File: src/rtl/fp_wb_pkg.sv
// Shared types and constants for the FP writeback controller.
package fp_wb_pkg;

  localparam int unsigned FP_DW    = 32;
  localparam int unsigned FFLAGS_W = 5;
  localparam int unsigned RD_W     = 5;
  localparam int unsigned NREGS    = 32;

  // fflags bit positions, matching the fcsr layout {NV,DZ,OF,UF,NX}
  localparam int unsigned FFLAG_NX = 0;
  localparam int unsigned FFLAG_UF = 1;
  localparam int unsigned FFLAG_OF = 2;
  localparam int unsigned FFLAG_DZ = 3;
  localparam int unsigned FFLAG_NV = 4;

  typedef struct packed {
    logic [RD_W-1:0]     rd;
    logic [FP_DW-1:0]    data;
    logic [FFLAGS_W-1:0] fflags;
  } fp_wb_req_t;

endpackage

File: src/rtl/fp_wb_fifo.sv
// Small synchronous FIFO buffering FPU results that lost write-port arbitration.
module fp_wb_fifo
  import fp_wb_pkg::*;
#(
  parameter int unsigned DEPTH = 2
) (
  input  logic       clk_i,
  input  logic       rst_i,
  input  logic       push_i,
  input  logic       pop_i,
  input  fp_wb_req_t wdata_i,
  output fp_wb_req_t head_c,
  output logic       full_c,
  output logic       empty_c
);

  localparam int unsigned IW = $clog2(DEPTH);
  localparam int unsigned PW = IW + 1;

  fp_wb_req_t      mem [DEPTH];
  logic [PW-1:0]   wr_ptr;
  logic [PW-1:0]   rd_ptr;

  // Extra MSB on each pointer distinguishes full from empty
  always_ff @(posedge clk_i) begin
    if (rst_i) begin
      wr_ptr <= '0;
      rd_ptr <= '0;
    end else begin
      if (push_i) wr_ptr <= wr_ptr + PW'(1);
      if (pop_i)  rd_ptr <= rd_ptr + PW'(1);
    end
  end

  always_ff @(posedge clk_i) begin
    if (push_i) mem[wr_ptr[IW-1:0]] <= wdata_i;
  end

  always_comb begin
    head_c  = mem[rd_ptr[IW-1:0]];
    empty_c = (wr_ptr == rd_ptr);
    full_c  = (wr_ptr[IW] != rd_ptr[IW]) && (wr_ptr[IW-1:0] == rd_ptr[IW-1:0]);
  end

endmodule

File: src/rtl/fp_writeback_ctrl.sv
// FP register-file write port owner: arbitrates loads vs FPU results, drives the
// bypass source, tracks pending-write scoreboard and sticky fflags.
module fp_writeback_ctrl
  import fp_wb_pkg::*;
#(
  parameter int unsigned DW         = 32,
  parameter int unsigned FIFO_DEPTH = 2
) (
  input  logic                clk_i,
  input  logic                rst_i,
  input  logic                issue_valid_i,
  input  logic [4:0]          issue_rd_i,
  input  logic                fpu_valid_i,
  output logic                fpu_ready_o,
  input  logic [4:0]          fpu_rd_i,
  input  logic [DW-1:0]       fpu_result_i,
  input  logic [4:0]          fpu_fflags_i,
  input  logic                lsu_we_i,
  input  logic [4:0]          lsu_rd_i,
  input  logic [DW-1:0]       lsu_data_i,
  output logic                rf_we_o,
  output logic [4:0]          rf_waddr_o,
  output logic [DW-1:0]       rf_wdata_o,
  output logic                bypass_valid_o,
  output logic [4:0]          bypass_rd_o,
  output logic [DW-1:0]       bypass_data_o,
  output logic [NREGS-1:0]    busy_o,
  output logic [FFLAGS_W-1:0] fflags_o,
  input  logic                fflags_clr_i
);

  fp_wb_req_t fpu_req;
  fp_wb_req_t lsu_req;
  fp_wb_req_t fifo_head;
  fp_wb_req_t sel_req;
  logic       fifo_full;
  logic       fifo_empty;
  logic       fifo_push;
  logic       fifo_pop;
  logic       fpu_fire;
  logic       sel_valid;
  logic [NREGS-1:0]    busy_nxt;
  logic [FFLAGS_W-1:0] fflags_new;
  logic [FFLAGS_W-1:0] fflags_nxt;

  // Ready depends only on FIFO state so the FPU never sees a valid->ready loop
  assign fpu_ready_o = !fifo_full;
  assign fpu_fire    = fpu_valid_i && fpu_ready_o;

  always_comb begin
    fpu_req        = '0;
    fpu_req.rd     = fpu_rd_i;
    fpu_req.data   = FP_DW'(fpu_result_i);
    fpu_req.fflags = fpu_fflags_i;
    lsu_req        = '0;
    lsu_req.rd     = lsu_rd_i;
    lsu_req.data   = FP_DW'(lsu_data_i);
  end

  // Write-port arbitration: load > buffered FPU result > FPU pass-through
  always_comb begin
    sel_valid = 1'b0;
    sel_req   = '0;
    fifo_pop  = 1'b0;
    fifo_push = 1'b0;
    if (lsu_we_i) begin
      sel_valid = 1'b1;
      sel_req   = lsu_req;
      fifo_push = fpu_fire;
    end else if (!fifo_empty) begin
      sel_valid = 1'b1;
      sel_req   = fifo_head;
      fifo_pop  = 1'b1;
      fifo_push = fpu_fire;
    end else if (fpu_fire) begin
      sel_valid = 1'b1;
      sel_req   = fpu_req;
    end
  end

  fp_wb_fifo #(
    .DEPTH (FIFO_DEPTH)
  ) u_fifo (
    .clk_i   (clk_i),
    .rst_i   (rst_i),
    .push_i  (fifo_push),
    .pop_i   (fifo_pop),
    .wdata_i (fpu_req),
    .head_c  (fifo_head),
    .full_c  (fifo_full),
    .empty_c (fifo_empty)
  );

  // Clear on writeback first so a same-cycle issue to that register wins
  always_comb begin
    busy_nxt = busy_o;
    if (sel_valid)     busy_nxt[sel_req.rd] = 1'b0;
    if (issue_valid_i) busy_nxt[issue_rd_i] = 1'b1;
  end

  always_comb begin
    fflags_new = sel_valid ? sel_req.fflags : '0;
    fflags_nxt = fflags_clr_i ? fflags_new : (fflags_o | fflags_new);
  end

  always_ff @(posedge clk_i) begin
    if (rst_i) begin
      rf_we_o    <= 1'b0;
      rf_waddr_o <= '0;
      rf_wdata_o <= '0;
      busy_o     <= '0;
      fflags_o   <= '0;
    end else begin
      rf_we_o  <= sel_valid;
      busy_o   <= busy_nxt;
      fflags_o <= fflags_nxt;
      if (sel_valid) begin
        rf_waddr_o <= sel_req.rd;
        rf_wdata_o <= DW'(sel_req.data);
      end
    end
  end

  assign bypass_valid_o = rf_we_o;
  assign bypass_rd_o    = rf_waddr_o;
  assign bypass_data_o  = rf_wdata_o;

  // Issue must not target a pending register unless that write retires this cycle
  a_issue_not_busy: assert property (@(posedge clk_i) disable iff (rst_i)
    issue_valid_i |-> (!busy_o[issue_rd_i] || (sel_valid && sel_req.rd == issue_rd_i)))
    else $error("issue to busy register f%0d", issue_rd_i);

  a_write_is_busy: assert property (@(posedge clk_i) disable iff (rst_i)
    sel_valid |-> busy_o[sel_req.rd])
    else $error("writeback to non-busy register f%0d", sel_req.rd);

endmodule

File: config.mk
export PLATFORM = sky130hd
export DESIGN_NAME = fp_writeback_ctrl
export DESIGN_NICKNAME = d
export VERILOG_FILES = /design/src/rtl/fp_wb_pkg.sv /design/src/rtl/fp_wb_fifo.sv /design/src/rtl/fp_writeback_ctrl.sv
export SDC_FILE = /design/constraint.sdc
export NUM_CORES = 1
export LEC_CHECK = 0
export ABC_AREA = 1
export CORE_MARGIN = 2
export CORE_UTILIZATION = 51
export DETAILED_ROUTE_END_ITERATION = 7
export HOLD_SLACK_MARGIN = 0.02
export PLACE_DENSITY = 0.91
export RECOVER_POWER = 50
export SLEW_MARGIN = 20
export SYNTH_ARGS = -nofsm -noshare
export SYNTH_HDL_FRONTEND = slang
export SYNTH_SLANG_ARGS = --single-unit
File: constraint.sdc
create_clock -name clk_i -period 5.8 [get_ports clk_i]
set_input_delay 0.87 -clock clk_i [delete_from_list [all_inputs] [get_ports clk_i]]
set_output_delay 0.87 -clock clk_i [all_outputs]
set_load 0.05 [all_outputs]
Word level (Yosys, flattened, before mapping):

Memories as Yosys holds them, arrays and structs flattened. A register that Yosys moved wholly into a read port is not among the register bits.
Index checks and enable logic that the tools add are counted.

* bitwise gates (word level): 4
* reductions and logical operators: 5
* eq/ne operators: 3
* magnitude comparators: 4
* mux-type cells: 22
* add/subtract/negate cells: 2

Operators by type and width (number)
* $mux W42: 3
* $mux W32: 2
* $and A32 B32 Y32: 1
* $not A32 Y32: 1
* $or A32 B32 Y32: 1
* $mux W1: 13
* $lt A5 B6 Y1 const B: 2
* $demux W1 S5: 2
* $ge A5 B1 Y1 const B: 2
* $mux W5: 2
* $or A5 B5 Y5: 1
* $add A2 B1 Y2 const B: 2
* $logic_and A1 B1 Y1: 4
* $eq A2 B2 Y1: 1
* $eq A1 B1 Y1: 1
* $logic_not A1 Y1: 1
* $ne A1 B1 Y1: 1

* output and inout bits: 114
* memories kept: 1
* bits of input ports: 90
* register bits: 79
* word-level logic and storage cells: 48
* bits in writable memories: 84

Memories
* u_fifo.mem: depth 2, width 42, read ports 1, clocked after Yosys merged registers in 1, write ports 1, RTL line fp_wb_fifo.sv:20 `fp_wb_req_t mem [DEPTH];`

Depth between registers and ports, before layout:

Gate-level depths: netlist of the first run.

* depth in word-level cells: 16
* gate-level depth with buffers: 13
* gate-level depth less buffers: 13

Hierarchy:

From an unflattened synthesis of the first run, not the netlist that was laid out.

* cells, all modules: 786
* area, all modules: 7093.1 sq um

By module, submodules not included
* fp_writeback_ctrl: cells an instance 527, instances 1, sequential area each 1501.4 sq um, area each 3727.3 sq um
* fp_wb_fifo: cells an instance 259, instances 1, sequential area each 2622.5 sq um, area each 3365.7 sq um

Least setup slack after synthesis of the first run:

OpenSTA, ideal clock, no wires.

* path kind: input port to flip-flop
* from: in lsu_we_i
* to: mem u_fifo.mem[0][0] (netlist bit), enable pin
* arrival: 2.960 ns
* stages on the path: 5
* library setup time: 0.442 ns
* data required time: 5.358 ns
* buffers on the path: 1
* setup slack: 2.398 ns
* cells stage by stage: nor2_4 -> buf_6 -> inv_1 -> nand3_2 -> nor2_1

* cells in the longest elaborated chain, start to end: 3

Ends and longest elaborated chain
* start: declaration: RTL line fp_writeback_ctrl.sv:18 `input logic lsu_we_i,`
* $mux W1: RTL line fp_writeback_ctrl.sv:66 `if (lsu_we_i) begin`
* $mux W1: RTL line fp_wb_fifo.sv:36 `if (push_i) mem[wr_ptr[IW-1:0]] <= wdata_i;`
* $mux W1 (not written as such): RTL line fp_wb_fifo.sv:36
* end: declaration: RTL line fp_wb_fifo.sv:20

Every way passes these cells.

Worst setup path in the final report of the first run:

* from: in lsu_we_i
* to: reg fflags_o[2]

* cells in the longest elaborated chain, start to end: 4
* elaborated cells between the ends (all ways): 5
* classes of those cells: mux: 4; bitwise: 1

Ends and longest elaborated chain
* $mux W42 or $mux W1 (tied branches): RTL line fp_writeback_ctrl.sv:66
* $mux W5 (*): RTL line fp_writeback_ctrl.sv:102 `fflags_new = sel_valid ? sel_req.fflags : '0;`
* $or A5 B5 Y5: RTL line fp_writeback_ctrl.sv:103 `fflags_nxt = fflags_clr_i ? fflags_new : (fflags_o | fflags_new);`
* $mux W5 (*): RTL line fp_writeback_ctrl.sv:103
* end signal: assignment: RTL line fp_writeback_ctrl.sv:116 `fflags_o <= fflags_nxt;`
* end: declaration: RTL line fp_writeback_ctrl.sv:28 `output logic [FFLAGS_W-1:0] fflags_o,`

Mark *: on every way between the ends. The rest lies on a longest branch, timed or not.
A chain may end at the register's enable or synchronous reset.

==> results of run 1 <==
-- where the power goes --
group | internal, W | switching [W] | total, W | leakage, nW
sequential | 0.00133 | 0.0000495 | 0.00138 | 1.43
combinational | 0.000258 | 0.000586 | 0.000845 | 1.81
clock | 0.000707 | 0.000436 | 0.00114 | 0.297
-- synth_stat cells --
cell type,number
a21oi_1,74
a21oi_2,2
a221oi_1,19
a22oi_1,13
a31oi_1,13
a32o_1,5
buf_2,11
buf_4,42
buf_6,1
clkbuf_1,16
clkinv_1,1
dfxtp_1,80
edfxtp_1,84
inv_1,35
inv_2,7
mux2i_1,5
nand2_1,143
nand2_2,13
nand2_4,3
nand3_1,9
nand3_2,11
nand3_4,1
nand4_2,1
nor2_1,7
nor2_2,2
nor2_4,3
nor3_1,12
o211ai_1,15
o21ai_0,20
o21ai_1,25
o21ai_2,1
o21bai_1,7
or2_2,14
-- area by class of cell --
type,instances,area share
sequential,164,0.4366
multi-input combinational,418,0.2431
timing repair buffer,206,0.2162
clock buffer,21,0.04992
tap,176,0.02331
inverter,43,0.01708
clock inverter,11,0.01377
-- per-layer routing --
layer  global-route usage  vias to the layer above  wire [µm]
met5                    0                        -          0
met4               0.1221                        0        595
met3              0.06203                       51       1246
met2               0.4393                      262       9402
met1               0.2922                     2738       7320
li1                     -                     2728          -
-- metrics by stage --
step | setup WS [ns] | utilization
after floorplan | 2.398 | -
after global placement | 2.216 | 0.6633
after detailed placement | 2.127 | 0.6633
after CTS | 2.526 | 0.7084
after global routing | 1.370 | 0.7079
final | 1.707 | 0.7079
-- cells in the final DEF, fill, tap and decap left out, types with 2 or more instances in the layout --
cell / instances
nand3_1: 10
buf_4: 3
a21oi_1: 74
a21oi_2: 2
clkinv_2: 5
a31oi_1: 13
nor2_4: 5
o21bai_1: 7
dlygate4sd3_1: 109
nor3_1: 12
clkbuf_1: 3
mux2i_1: 5
bufinv_16: 3
a22oi_1: 13
clkbuf_16: 18
inv_1: 36
nand2_4: 3
o21ai_0: 20
a32o_1: 5
o21ai_1: 25
inv_2: 6
clkdlybuf4s50_1: 92
nand2_1: 143
nand2_2: 13
nor2_1: 6
or2_2: 14
edfxtp_1: 84
a221oi_1: 19
dfxtp_1: 79
clkinv_1: 3
o211ai_1: 15
nand3_2: 10
-- path summary, 6_finish.rpt --
path	start	end	depth (start not counted)
max	lsu_we_i	fflags_o[2]	6
min	bypass_data_o[27]	bypass_data_o[27]	2
max reg2reg	u_fifo.wr_ptr[0]	fflags_o[2]	8
min reg2reg	bypass_data_o[27]	bypass_data_o[27]	2
-- registers in the layout, summed over array words and instances, names as in the netlist, named ones only --
name            flops
bypass_data_o      32
bypass_valid_o      1
busy_o             32
u_fifo.mem         84
u_fifo.rd_ptr       2
u_fifo.wr_ptr       2
bypass_rd_o         5
fflags_o            5
-- tightest hold or removal path, stage by stage, from the launching register on --
cell	delay, ns
dfxtp_1	0.31
nand2_1	0.06
a21oi_1	0.05
-- cell families after synthesis --
logic type | count (synthesis)
mux | 5
simple gates | 219
compound gates | 194
flops | 164
buf+inv | 113
==> results.toml, run 1 <==
[outcome]
outcome = "complete, but fails checks"
violations = "max-capacitance violations, max-slew violations"

[layout]
filler_cell_count = 961
syn_to_final_growth_pct = 34.66
diodes = 0
post_route_cells_drive_above_1_share = 0.1043
multiInputGateArea_um2 = 2297
final_cell_area_um2 = 9449
seqCellArea_um2 = 4125
final_cells = 1039
nets = 940

[floorplanning]
start_util = 0.5257
num_rows = 42
fp.dieH_um = 121.3
io_pins = 204
core-area_um2 = 13350
die_w_um = 121.3
die_area_um2 = 14710

[sta]
grt_setup_unrepaired = "no"
setup-tns-final_ns = 0
tightestPinTransition_ns = 1.917
clock_skew_ns = 0.01185
finalCriticalPeriod_ns = 4.093
fin_hold_ws_ns = 0.4752
relSlewSlack = -0.2779
hold_viol_final = 0
finalSetupViolCount = 0
final-max-slew-violation-count = 40
fmax_mhz = 244.3
timing.final.crit_share = 0.7056

[global_route]
gr-usage-all-layers = 0.2530
grt_pass1_wl_um = 28230
overflow = 0
antenna_found_initial = 0
grt_pass1_vias = 5640
grt_max_degree = 54

[synthesis]
syn_inst = 695
yosysTopAreaCellShare = 0.3595
syn_avg_cell_area_um2 = 10.10
synth_top_family_by_area = "compound AO/OA/AOI/OAI gates"
synth-simple-area-share = 0.1507
ys_types = 33
synth_xor_area_frac = 0
netlist_area_um2 = 7017
synth_seq_cells = 164
yosysTopAreaCell = "edfxtp_1"
synth_compound_area_frac = 0.1685
synth-seq-area-share = 0.5877
yosys_warnings = 0
synthAdderAreaFrac = 0
synth_nets = 785
synthMuxAreaShare = 0.007133
synthTopCellsByArea = "edfxtp_1, dfxtp_1, nand2_1"

[clock_tree]
holdBufCountCts = 0
htreeDepth = 4
numCtsBuffers = 17
path_clk_slew_ns = 0.06
ctsResizeCount = 0
cts_tree = "yes"
cts_setup_buffers = 0
clock-sinks = 164
ctsRootBufferMaster = "clkbuf_16"
clkLatencyLatePin_ns = 0.43
max-clock-path-buffers = 2

[placement]
numPortBuffers = 203
dp.cells = 1007
place_congestion = 0.8001
dp_hpwl_um = 12230
placed_cell_area_um2 = 8853

[detailed_routing]
finalWirelength_um = 18570
drc_errors = 0
routed_via_density = 5.562
first_pass_iters = 7
drt_iter0_markers = 435
drt-wirelength-per-cell_um = 17.87
vias = 5779
ant_nets = 0

[critical_path]
endpoint_kind = "register"
crit_slowest_cell = "clkbuf_1"
cp.arrival_ns = 4.46
critPathKind = "in -> reg"
start_kind = "input port"
cp_max_fo = 39
cp_top_family = "buffers and inverters"
path_cells = "clkbuf_1 -> nor2_4 -> nand2_1 -> inv_1 -> nor2_2 -> a32o_1"
critPathRequiredTime_ns = 6.17
cpPeakStageDelay_ns = 1.35
worst-path-buf-inv = 2
reg2reg_slack_ns = 2.71

[power]
ir_worst_vdd_mv = 0.2127
power.total_w = 0.003365
p_per_area_nw_per_um2 = 356.1
power_leakage_nw = 3.537

[flow_run]
max_cap_viol_count = 1

[hold_path]
hold_path.class = "reg -> reg"
Note: power is estimated with default switching activity, not from simulation.
==> run 2: changes to the inputs <==
--- a/config.mk
+++ b/config.mk
@@ -7,10 +7,10 @@
 export LEC_CHECK = 0
 export ABC_AREA = 1
 export CORE_MARGIN = 2
-export CORE_UTILIZATION = 51
+export CORE_UTILIZATION = 43
 export DETAILED_ROUTE_END_ITERATION = 7
 export HOLD_SLACK_MARGIN = 0.02
-export PLACE_DENSITY = 0.91
+export PLACE_DENSITY = 0.82
 export RECOVER_POWER = 50
 export SLEW_MARGIN = 20
 export SYNTH_ARGS = -nofsm -noshare
==> constraint.sdc (replaced) <==
create_clock -name clk_i -period 3.53 [get_ports clk_i]
set_input_delay 0.5295 -clock clk_i [delete_from_list [all_inputs] [get_ports clk_i]]
set_output_delay 0.5295 -clock clk_i [all_outputs]
set_load 0.05 [all_outputs]
==> results.toml, run 2 (synthesis gave the netlist of run 1 again) <==
[layout]
multiInputGateArea_um2 = 2235
filler_cell_count = 1307
post_route_cells_drive_above_1_share = 0.09458
final_cell_area_um2 = 9429
nets = 944
largest_reg_flops = 84
syn_to_final_growth_pct = 34.38
layout_common_cells = "nand2_1, clkdlybuf4s50_1, dlygate4sd3_1"
mostFrequentLayoutCell = "nand2_1"
seqCellArea_um2 = 4125

[global_route]
overflow = 0
antenna_found_initial = 4
grt_pass1_wl_um = 29320
grt_pass1_vias = 5761
gr-usage-all-layers = 0.2136
grt_max_degree = 53

[placement]
numPortBuffers = 203
place_congestion = 0.7830
dp_hpwl_um = 12370
placed_cell_area_um2 = 8959

[power]
p_sw_frac = 0.3296
p_sw_w = 0.001755
ir_worst_vdd_mv = 0.4092
power_leakage_nw = 3.461
power_frac_comb = 0.261
p_per_area_nw_per_um2 = 564.8
seqPwrFrac = 0.424
internal_power_w = 0.003570
p_clk_frac = 0.314

[sta]
finalCriticalPeriod_ns = 2.819
fin_hold_ws_ns = 0.4737
timing.final.crit_share = 0.7987
setup-tns-final_ns = 0
hold_viol_final = 0
fmax_mhz = 354.7
final-max-slew-violation-count = 0
tightestPinTransition_ns = 1.206
clock_skew_ns = 0.01090
relSlewSlack = 0.1950
finalSetupViolCount = 0
grt_setup_unrepaired = "no"

[floorplanning]
num_rows = 46
io_pins = 204
core-area_um2 = 15940
fp.dieH_um = 131.7
start_util = 0.4401
die_w_um = 131.7
die_area_um2 = 17360

[clock_tree]
path_clk_slew_ns = 0.06
numCtsBuffers = 17
clock-sinks = 164
cts_tree = "yes"
htreeDepth = 4
ctsResizeCount = 0
cts_setup_buffers = 0
clkLatencyLatePin_ns = 0.43
max-clock-path-buffers = 2
holdBufCountCts = 0
ctsRootBufferMaster = "clkbuf_16"

[detailed_routing]
drc_errors = 0
routed_via_density = 5.351
drt_iter0_markers = 426
drt-wirelength-per-cell_um = 17.17
finalWirelength_um = 18670
ant_nets = 0
first_pass_iters = 5
vias = 5816

[hold_path]
hold_path.class = "reg -> reg"

[critical_path]
critPathKind = "reg -> reg"
start_kind = "register"
cp.arrival_ns = 3.18
cp_max_fo = 28
critPathRequiredTime_ns = 3.89
endpoint_kind = "register"

[flow_run]
max_cap_viol_count = 0

[outcome]
outcome = "complete, no violations"
## run 2: area by class of cell
type | count | area share
Sequential cell | 164 | 0.4375
Multi-Input combinational cell | 418 | 0.2370
Timing Repair Buffer | 210 | 0.2220
Clock buffer | 23 | 0.05069
Tap cell | 216 | 0.02866
Inverter | 43 | 0.01712
Clock inverter | 9 | 0.005971
Antenna cell | 4 | 0.001062
## run 2: path summary, 6_finish.rpt
kind,from,end,slack [ns],cells past startpoint
worst max-delay path,u_fifo.rd_ptr[0],busy_o[0],0.71,11
worst min-delay path,bypass_data_o[14],bypass_data_o[14],0.47,2
worst max register to register,u_fifo.rd_ptr[0],busy_o[0],0.71,11
worst min register to register,bypass_data_o[14],bypass_data_o[14],0.47,2
## run 2: stage by stage
stage	utilization	total power (W)	cells	worst slack, ns
5_1_grt	0.5913	0.005523	1086	0.4476
4_1_cts	0.5954	0.005394	1083	0.9107
3_5_place_dp	0.5619	0.003730	1051	0.9042
6_report	0.5914	0.005325	1087	0.7106
2_1_floorplan	-	0.003285	695	0.1726
3_3_place_gp	0.5619	0.003702	1051	0.9319
## run 2: power groups by stage
stage	clock, W	sequential [W]	combinational [W]
final	0.00167	0.00226	0.00139
after global routing	0.00177	0.00228	0.00148
after CTS	0.00169	0.00226	0.00144
after detailed placement	0	0.00230	0.00143
after global placement	0	0.00230	0.00141
after floorplan	0	0.00253	0.000757
## run 2: layer usage
metal | global-route usage | wire, µm | vias to the layer above
li1 | - | - | 2741
met1 | 0.2522 | 7688 | 2813
met2 | 0.3688 | 9402 | 226
met3 | 0.06113 | 1179 | 36
met4 | 0.08333 | 396 | 0
met5 | 0 | 0 | -
## run 2: worst max-delay path: stages, from the launching register on
cell      delay [ns]
dfxtp_1         0.40
nand2_1         0.12
nand2_4         0.11
nand2_4         0.09
nor2_1          0.75
nand2_1         0.15
clkbuf_1        0.51
nand3_1         0.32
nor2_1          0.06
nand2_1         0.08
nand2_1         0.06
a21oi_2         0.10
==> run 3: changes to the inputs <==
--- a/config.mk
+++ b/config.mk
@@ -7,10 +7,10 @@
 export LEC_CHECK = 0
 export ABC_AREA = 1
 export CORE_MARGIN = 2
-export CORE_UTILIZATION = 43
+export CORE_UTILIZATION = 48
 export DETAILED_ROUTE_END_ITERATION = 7
 export HOLD_SLACK_MARGIN = 0.02
-export PLACE_DENSITY = 0.82
+export PLACE_DENSITY = 0.87
 export RECOVER_POWER = 50
 export SLEW_MARGIN = 20
 export SYNTH_ARGS = -nofsm -noshare
==> constraint.sdc (replaced) <==
create_clock -name clk_i -period 2.8 [get_ports clk_i]
set_input_delay 0.42 -clock clk_i [delete_from_list [all_inputs] [get_ports clk_i]]
set_output_delay 0.42 -clock clk_i [all_outputs]
set_load 0.05 [all_outputs]
==> results.toml, run 3 (synthesis gave the netlist of run 1 again) <==
[outcome]
outcome = "complete, no violations"

[critical_path]
cp_top_family = "buffers and inverters"
path_cells = "inv_1 -> nand2_2 -> nand2_4 -> nand2_1 -> clkdlybuf4s50_1"
cp_max_fo = 4
cpPeakStageDelay_ns = 0.84
cp.arrival_ns = 2.06
endpoint_kind = "output pin"
crit_slowest_cell = "clkdlybuf4s50_1"
critPathRequiredTime_ns = 2.38
worst-path-buf-inv = 2
start_kind = "register"
critPathKind = "reg -> out"

[floorplanning]
start_util = 0.4865
core-area_um2 = 14420
num_rows = 44
io_pins = 204
fp.dieH_um = 124.9
die_area_um2 = 15600
die_w_um = 124.9

[detailed_routing]
drc_errors = 0
vias = 5730
ant_nets = 0
routed_via_density = 5.406
finalWirelength_um = 17800
drt_iter0_markers = 430
first_pass_iters = 5
drt-wirelength-per-cell_um = 16.79

[global_route]
grt_use_met2 = 0.3954
busiest_layer = "met2"
grt_use_met3 = 0.05112
overflow = 0
gr-usage-all-layers = 0.2300
grt_pass1_wl_um = 28710
met1_usage = 0.2880
antenna_found_initial = 0
grt_pass1_vias = 5709
grt_max_degree = 53

[sta]
clock_skew_ns = 0.007279
final-max-slew-violation-count = 0
timing.final.crit_share = 0.8869
grt_setup_unrepaired = "no"
finalSetupViolCount = 0
tightestPinTransition_ns = 1.038
finalCriticalPeriod_ns = 2.483
fmax_mhz = 402.7
relSlewSlack = 0.3061
setup-tns-final_ns = 0
hold_viol_final = 0

[layout]
nets = 953
final_cell_area_um2 = 9422
post_route_cells_drive_above_1_share = 0.09703
diodes = 0
largest_reg_flops = 84
syn_to_final_growth_pct = 34.27
layout_common_cells = "nand2_1, clkdlybuf4s50_1, edfxtp_1"
mostFrequentLayoutCell = "nand2_1"
final_cells = 1060

[clock_tree]
ctsRootBufferMaster = "clkbuf_16"
numCtsBuffers = 17
clock-sinks = 164
path_clk_slew_ns = 0.06
max-clock-path-buffers = 2
cts_setup_buffers = 0
cts_tree = "yes"
holdBufCountCts = 0
htreeDepth = 4
ctsResizeCount = 0
clkLatencyLatePin_ns = 0.43

[power]
p_clk_frac = 0.325
p_per_area_nw_per_um2 = 721.6
seqPwrFrac = 0.420
p_sw_w = 0.002192
ir_worst_vdd_mv = 0.5995
p_sw_frac = 0.3224
power_frac_comb = 0.255
internal_power_w = 0.004607
power_leakage_nw = 3.399

[placement]
place_congestion = 0.8155
dp_hpwl_um = 12060
numPortBuffers = 203
dp.cells = 1028
placed_cell_area_um2 = 8961

[hold_path]
hold_path.class = "reg -> reg"

[flow_run]
max_cap_viol_count = 0
run 3: cell types whose count changed in the layout (fill, tap and decap cells not counted), moves of 4 or more:
cell,previous run,this run
o21ai_1,7,12
o21ai_0,38,33
clkdlybuf4s50_1,113,148
dlygate4sd3_1,88,53
clkinv_1,1,5
diode_2,4,0
buf_4,3,12
run 3: metal layers:
| layer | up-vias | share of wire |
|---|---|---|
| met5 | - | 0 |
| met4 | 0 | 0.018 |
| met3 | 28 | 0.056 |
| met2 | 220 | 0.50 |
| met1 | 2732 | 0.42 |
| li1 | 2750 | - |
run 3: final timing paths:
path / from / endpoint / depth (start not counted) / slack [ns]
max: u_fifo.wr_ptr[0] / fpu_ready_o / 5 / 0.32
max reg2reg: u_fifo.wr_ptr[0] / u_fifo.mem[1][6] / 9 / 0.37
min reg2reg: busy_o[9] / busy_o[9] / 2 / 0.47
min: busy_o[9] / busy_o[9] / 2 / 0.47
run 3: power by group through the flow:
stage | sequential (W) | combinational [W] | clock, W
after floorplan | 0.00318 | 0.000956 | 0
after global placement | 0.00290 | 0.00176 | 0
after detailed placement | 0.00291 | 0.00179 | 0
after CTS | 0.00286 | 0.00180 | 0.00222
after global routing | 0.00288 | 0.00186 | 0.00234
final | 0.00286 | 0.00174 | 0.00221
run 3: stage by stage:
step	hold slack (ns)	util	total power (W)	worst slack, ns
3_5_place_dp	0.4664	0.6213	0.004694	0.4639
6_report	0.4745	0.6532	0.006799	0.3167
5_1_grt	0.4992	0.6532	0.007070	0.1062
4_1_cts	0.4750	0.6594	0.006878	0.2843
2_1_floorplan	0.4802	-	0.004140	0.002946
3_3_place_gp	0.4601	0.6213	0.004662	0.5068
run 3: layout make-up:
type	count	area, µm²
Sequential cell	164	4125
Tap cell	184	230.2
Clock inverter	12	113.9
Multi-Input combinational cell	418	2222
Inverter	43	161.4
Fill cell	1146	5002
Clock buffer	20	436.7
Timing Repair Buffer	219	2132
run 3: tightest hold or removal path, stage by stage, from the launching register on:
cell	delay [ns]
dfxtp_1	0.30
o21ai_1	0.06
a21oi_1	0.06
